--- src/rtl/coproc_pkg.sv ---
// Shared types and constants for the coprocessor block-RAM arbiter.
// Other blocks use the state enum, the requester id type and the read-tag struct.
package coproc_pkg;

   localparam int BRAM_ADDR_W = 10;
   localparam int BRAM_DATA_W = 8;
   localparam int BRAM_DEPTH  = 1024;

   typedef enum logic [1:0] {
      IDLE = 2'd0,
      OWN0 = 2'd1,
      OWN1 = 2'd2
   } arb_state_t;

   typedef logic req_id_t;

   typedef struct packed {
      logic    valid;
      req_id_t id;
   } rd_tag_t;

   function automatic logic [1:0] id_onehot(input req_id_t id);
      return id ? 2'b10 : 2'b01;
   endfunction

endpackage

--- src/rtl/rd_tag_pipe.sv ---
// Delay line that carries {valid, requester id} for each issued read.
// Its depth matches the BRAM read latency, so tags and read data arrive together.
module rd_tag_pipe
   import coproc_pkg::*;
#(
   parameter int READ_LATENCY = 1
) (
   input  logic    clk,
   input  logic    rst,
   input  rd_tag_t i_tag,
   output rd_tag_t o_tag
);

   rd_tag_t r_tags [READ_LATENCY];

   // NOTE: every stage is cleared on reset, so no read in flight can raise rvalid once reset is released.
   always_ff @(posedge clk or posedge rst) begin
      if (rst) begin
         for (int k = 0; k < READ_LATENCY; k++) r_tags[k] <= '0;
      end else begin
         r_tags[0] <= i_tag;
         for (int k = 1; k < READ_LATENCY; k++) r_tags[k] <= r_tags[k-1];
      end
   end

   assign o_tag = r_tags[READ_LATENCY-1];

endmodule

--- src/rtl/bram_port_arbiter.sv ---
// Round-robin arbiter that shares one BRAM between the UART engine (0) and the compute unit (1).
// It supports burst lock and a bounded hold time, and sends each read response back to the requester that issued it.
module bram_port_arbiter
   import coproc_pkg::*;
#(
   parameter int ADDR_W       = BRAM_ADDR_W,
   parameter int DATA_W       = BRAM_DATA_W,
   parameter int READ_LATENCY = 1,
   parameter int MAX_HOLD     = 64
) (
   input  logic              clk,
   input  logic              rst,
   input  logic [1:0]        req,
   input  logic [1:0]        lock,
   input  logic [1:0]        we,
   input  logic [ADDR_W-1:0] addr0,
   input  logic [ADDR_W-1:0] addr1,
   input  logic [DATA_W-1:0] wdata0,
   input  logic [DATA_W-1:0] wdata1,
   output logic [1:0]        gnt,
   output logic [1:0]        rvalid,
   output logic [DATA_W-1:0] rdata,
   output logic              bram_en,
   output logic              bram_we,
   output logic [ADDR_W-1:0] bram_addr,
   output logic [DATA_W-1:0] bram_din,
   input  logic [DATA_W-1:0] bram_dout
);

   localparam int HOLD_W = $clog2(MAX_HOLD) + 1;

   arb_state_t        r_state;
   req_id_t           r_ptr;
   logic [HOLD_W-1:0] r_hold;
   logic [1:0]        r_gnt;
   logic [1:0]        r_rvalid;
   logic [DATA_W-1:0] r_rdata;

   req_id_t w_own;
   req_id_t w_winner;
   logic    w_issue;
   logic    w_other_req;
   logic    w_force;
   logic    w_release;
   rd_tag_t w_tag_in;
   rd_tag_t w_tag_out;

   assign w_own       = r_gnt[1];
   assign w_issue     = (|r_gnt) & req[w_own];
   assign w_other_req = req[~w_own];
   assign w_force     = w_other_req && (r_hold == HOLD_W'(MAX_HOLD - 1));
   assign w_release   = !req[w_own] || !lock[w_own] || w_force;
   assign w_winner    = (&req) ? r_ptr : req[1];

   // NOTE: defaults come first so that every path assigns every output and no latch is inferred.
   always_comb begin
      bram_en   = w_issue;
      bram_we   = 1'b0;
      bram_addr = '0;
      bram_din  = '0;
      if (w_issue) begin
         bram_we   = we[w_own];
         bram_addr = w_own ? addr1 : addr0;
         bram_din  = w_own ? wdata1 : wdata0;
      end
   end

   // NOTE: state registers use non-blocking assignments, so every branch reads the values from before the clock edge.
   always_ff @(posedge clk or posedge rst) begin
      if (rst) begin
         r_state <= IDLE;
         r_gnt   <= 2'b00;
         r_ptr   <= 1'b0;
         r_hold  <= '0;
      end else begin
         case (r_state)
            IDLE: begin
               r_hold <= '0;
               if (|req) begin
                  r_state <= w_winner ? OWN1 : OWN0;
                  r_gnt   <= id_onehot(w_winner);
               end
            end
            OWN0, OWN1: begin
               if (w_release) begin
                  // The next turn goes to the other requester, whether it is now requesting or not.
                  r_ptr  <= ~w_own;
                  r_hold <= '0;
                  if (w_other_req) begin
                     r_state <= w_own ? OWN0 : OWN1;
                     r_gnt   <= id_onehot(~w_own);
                  end else begin
                     r_state <= IDLE;
                     r_gnt   <= 2'b00;
                  end
               end else if (w_other_req) begin
                  r_hold <= r_hold + 1'b1;
               end
            end
            default: begin
               r_state <= IDLE;
               r_gnt   <= 2'b00;
               r_hold  <= '0;
            end
         endcase
      end
   end

   assign w_tag_in = {w_issue & ~we[w_own], w_own};

   rd_tag_pipe #(.READ_LATENCY(READ_LATENCY)) u_rd_tag_pipe (
      .clk   (clk),
      .rst   (rst),
      .i_tag (w_tag_in),
      .o_tag (w_tag_out)
   );

   always_ff @(posedge clk or posedge rst) begin
      if (rst) begin
         r_rvalid <= 2'b00;
         r_rdata  <= '0;
      end else begin
         r_rvalid <= w_tag_out.valid ? id_onehot(w_tag_out.id) : 2'b00;
         if (w_tag_out.valid) r_rdata <= bram_dout;
      end
   end

   assign gnt    = r_gnt;
   assign rvalid = r_rvalid;
   assign rdata  = r_rdata;

endmodule

--- config.mk ---
export PLATFORM = sky130hd
export DESIGN_NAME = bram_port_arbiter
export DESIGN_NICKNAME = d
export VERILOG_FILES = /design/src/rtl/coproc_pkg.sv /design/src/rtl/rd_tag_pipe.sv /design/src/rtl/bram_port_arbiter.sv
export SDC_FILE = /design/constraint.sdc
export NUM_CORES = 1
export LEC_CHECK = 0
export ABC_AREA = 1
export CELL_PAD_IN_SITES_DETAIL_PLACEMENT = 1
export CELL_PAD_IN_SITES_GLOBAL_PLACEMENT = 1
export CORE_MARGIN = 2
export CORE_UTILIZATION = 25
export DETAILED_ROUTE_END_ITERATION = 8
export DONT_BUFFER_PORTS = 1
export MAX_ROUTING_LAYER = met4
export PLACE_DENSITY = 0.51
export SYNTH_ARGS = -nofsm -noshare
export SYNTH_HDL_FRONTEND = slang
export SYNTH_SLANG_ARGS = --single-unit
--- constraint.sdc ---
create_clock -name clk -period 1.9 [get_ports clk]
set_clock_uncertainty 0.05 [all_clocks]
set_input_delay 0.19 -clock clk [delete_from_list [all_inputs] [get_ports clk]]
set_output_delay 0.19 -clock clk [all_outputs]
set_load 0.1 [all_outputs]
==> flow_summary.json <==
{
  "outcome": "complete, no violations",
  "path_max_fanout": 10,
  "yosys_warnings": 0,
  "top_layer_used": "met4",
  "remaining_drc_errors": 0,
  "first_global_vias": 1615,
  "synth_top_cell_area_share_pct": 34.89,
  "totalWireLength_um": 4571,
  "maxCapViolations": 0,
  "num_antenna_cells": 0,
  "layout-drive-gt1-share_pct": 34.50,
  "synth_edf_count": 0,
  "worstPathCellList": "inv_6 > nand2_4 > nand2_4 > inv_2 > nor2_4 > inv_4 > buf_16 > a21oi_4 > buf_12",
  "yosysSeqAreaShare_pct": 34.89,
  "powerDensity_mw_per_mm2": 2051,
  "fp.dieW_um": 83.44,
  "cts_sinks": 22,
  "cpLargestDelayFamily": "buffers and inverters",
  "clk_latency_ns": 0.26,
  "regArea_sq_um": 555.5,
  "critPathKind": "flop to output port",
  "ctsHtreeMaxLevel": 1,
  "synth.most_common_cell": "nand2_1",
  "start_util_pct": 26.18,
  "syn_nets": 272,
  "setup_slack_ns": 0.02256,
  "grt_pass1_wl_um": 7748,
  "design_area_sq_mm": 0.002516,
  "critPathBufInv": 5,
  "drtAntennaViolNets": 0,
  "peakVddDrop_mv": 0.9885,
  "whs_ns": 0.001886,
  "crit_top_cell": "nand2_4",
  "dr_wl_met3_um": 319,
  "synth_area_leaders": "dfrtp_1 35%, nand2_1 22%, a21oi_2 10%",
  "worstMarginPinSlew_ns": 0.6125,
  "hp-class": "input pin to flop",
  "post_drt_wl_per_cell_um": 13.73,
  "relSlewSlack_pct": 59.12,
  "grt_max_degree": 23,
  "first_pass_iters": 4,
  "max_freq_mhz": 532.6,
  "dp_slack_ns": 0.2447,
  "arrival_ns": 1.64,
  "io_buffers": 0,
  "slowest_stage": "dfrtp_2",
  "io_pins": 84,
  "multi_input_area_sq_mm": 0.001035,
  "max_stage_delay_ns": 0.45,
  "grt.total_usage_pct": 13.77,
  "synthArstFlopShare_pct": 100.0,
  "cts_buffers": 3,
  "netlist_instances": 217,
  "finalHoldViolCount": 0,
  "dieArea_sq_mm": 0.006962,
  "viasPerCell": 4.619,
  "vias": 1538,
  "clock_path_buffers": 2,
  "dpl.hpwl_um": 3326,
  "coreArea_sq_mm": 0.006026,
  "grt_overflow": 0,
  "synthTopCellsByCount": "94 x nand2_1, 22 x dfrtp_1, 18 x a21oi_2",
  "nFillCells": 721,
  "fin_nets": 314,
  "globalplace.congestion": 0.7805,
  "avgSynthCellArea_sq_um": 7.271,
  "ys_seq_elements": 22,
  "required_ns": 1.66,
  "yosysTopAreaCell": "dfrtp_1",
  "grt_setup_unrepaired": "true",
  "drt_iter0_markers": 66,
  "clkSlewWorstSetupHoldPaths_ns": 0.08,
  "wl_met1_um": 2028,
  "critPathLaunchType": "flop",
  "met2_length_um": 2189,
  "syn-cell-area_sq_mm": 0.001578,
  "tns_ns": 0,
  "period_needed_ns": 1.877,
  "period_share_pct": 98.81,
  "synth_ff_type": "dfrtp_1",
  "area_delta_synth_final_pct": 59.48,
  "rows": 28,
  "end_kind": "output port",
  "instances_no_fill": 333,
  "cts_tree": "yes",
  "antenna_found_initial": 0,
  "placed_cells": 318,
  "finalSetupViolations": 0,
  "cellLeakagePower_uw": 0.001158,
  "die_h_um": 83.44,
  "clock-root-buffer": "clkbuf_8",
  "placed_area_sq_mm": 0.002293,
  "drv_slew": 0,
  "synth.distinct_cells": 30
}
stage by stage:
step	power [uW]	util, %
6_report	5159	41.76
5_1_grt	5409	41.76
4_1_cts	5213	41.76
3_5_place_dp	4564	38.06
3_3_place_gp	4544	38.06
2_1_floorplan	3656	-
final cells by class:
| class | count | area share [%] |
|---|---|---|
| multi-input cells | 165 | 41.12 |
| well taps | 75 | 3.729 |
| flip-flops and latches | 22 | 22.08 |
| inverters | 19 | 3.183 |
| repair buffers | 48 | 27.05 |
| clock buffers | 3 | 1.641 |
| clock inverters | 1 | 1.193 |
where the power goes:
part           switching (uW)  internal (uW)  leakage (uW)  total [uW]
registers                 101            620      0.000284         722
clock network             159            281     0.0000357         440
logic                    2810           1190      0.000838        4000
flip-flops by register name, summed over array words and instances (netlist names):
register,cells
rdata,8
r_ptr,1
gnt,2
u_rd_tag_pipe.o_tag,2
rvalid,2
r_hold,7
worst reg2reg max path, stage by stage, from the launching register on:
cell     delay [ns]
dfrtp_2        0.42
buf_4          0.28
buf_4          0.37
ha_1           0.24
a21oi_1        0.05
nand3_1        0.08
nand2_1        0.05
logic make-up (layout without fill, tap and decap cells):
kind of cell    Yosys count  after routing  share of synthesized area, %
compound gates           26             26                         13.08
fa+ha+maj                 3              3                         2.379
buf+inv                  30             71                         9.912
flops                    22             22                         34.89
simple gates            133            133                         38.06
xor+xnor                  3              3                         1.666
what timing repair did:
action                                  CTS  global route
endpoints found under the setup margin   19            19
endpoints found under the hold margin    20             0
cloned                                    2             0
setup buffers                             2             0
pin swaps                                 1             0
resized for setup                         6             0
hold buffers                              7             0
path summary, 6_finish.rpt:
kind                                                  startpoint                    to  slack [ns]  cells past startpoint
worst min register to register  u_rd_tag_pipe.o_tag[0]$_DFF_PP0_   rvalid[0]$_DFF_PP0_        0.39                      1
max in group asynchronous                                    rst  rdata[5]$_DFFE_PP0P_        0.91                      3
worst max register to register                gnt[1]$_DFFE_PP0P_    gnt[1]$_DFFE_PP0P_        0.26                      6
min in group asynchronous                                    rst  rdata[4]$_DFFE_PP0P_        0.38                      2
worst min-delay path                                bram_dout[1]  rdata[1]$_DFFE_PP0P_       0.002                      2
worst max-delay path                          gnt[1]$_DFFE_PP0P_           bram_din[0]        0.02                      9
placed cells by master, fill, tap and decap left out:
master,n
a21oi_1,3
a21oi_4,18
buf_12,21
buf_16,2
buf_4,18
bufinv_16,1
clkbuf_8,3
clkinv_1,1
clkinv_2,1
dfrtp_1,20
dfrtp_2,1
dfrtp_4,1
dlygate4sd3_1,7
ha_1,2
ha_4,1
inv_1,12
inv_2,3
inv_4,1
inv_6,1
nand2_1,94
nand2_2,4
nand2_4,5
nand3_1,13
nand3_2,1
nand4_1,2
nor2_1,8
nor2_2,2
nor2_4,2
nor2_8,1
o211ai_1,1
o21ai_1,1
o21ai_2,2
o21bai_1,1
or2_1,1
xor2_1,3
per-layer routing:
metal	vias up	track usage, %
met3	2	2.783
met5	-	-
met4	0	3.519
li1	753	-
met2	68	22.21
met1	715	17.72
No activity file was read; power rests on OpenSTA's default activity.
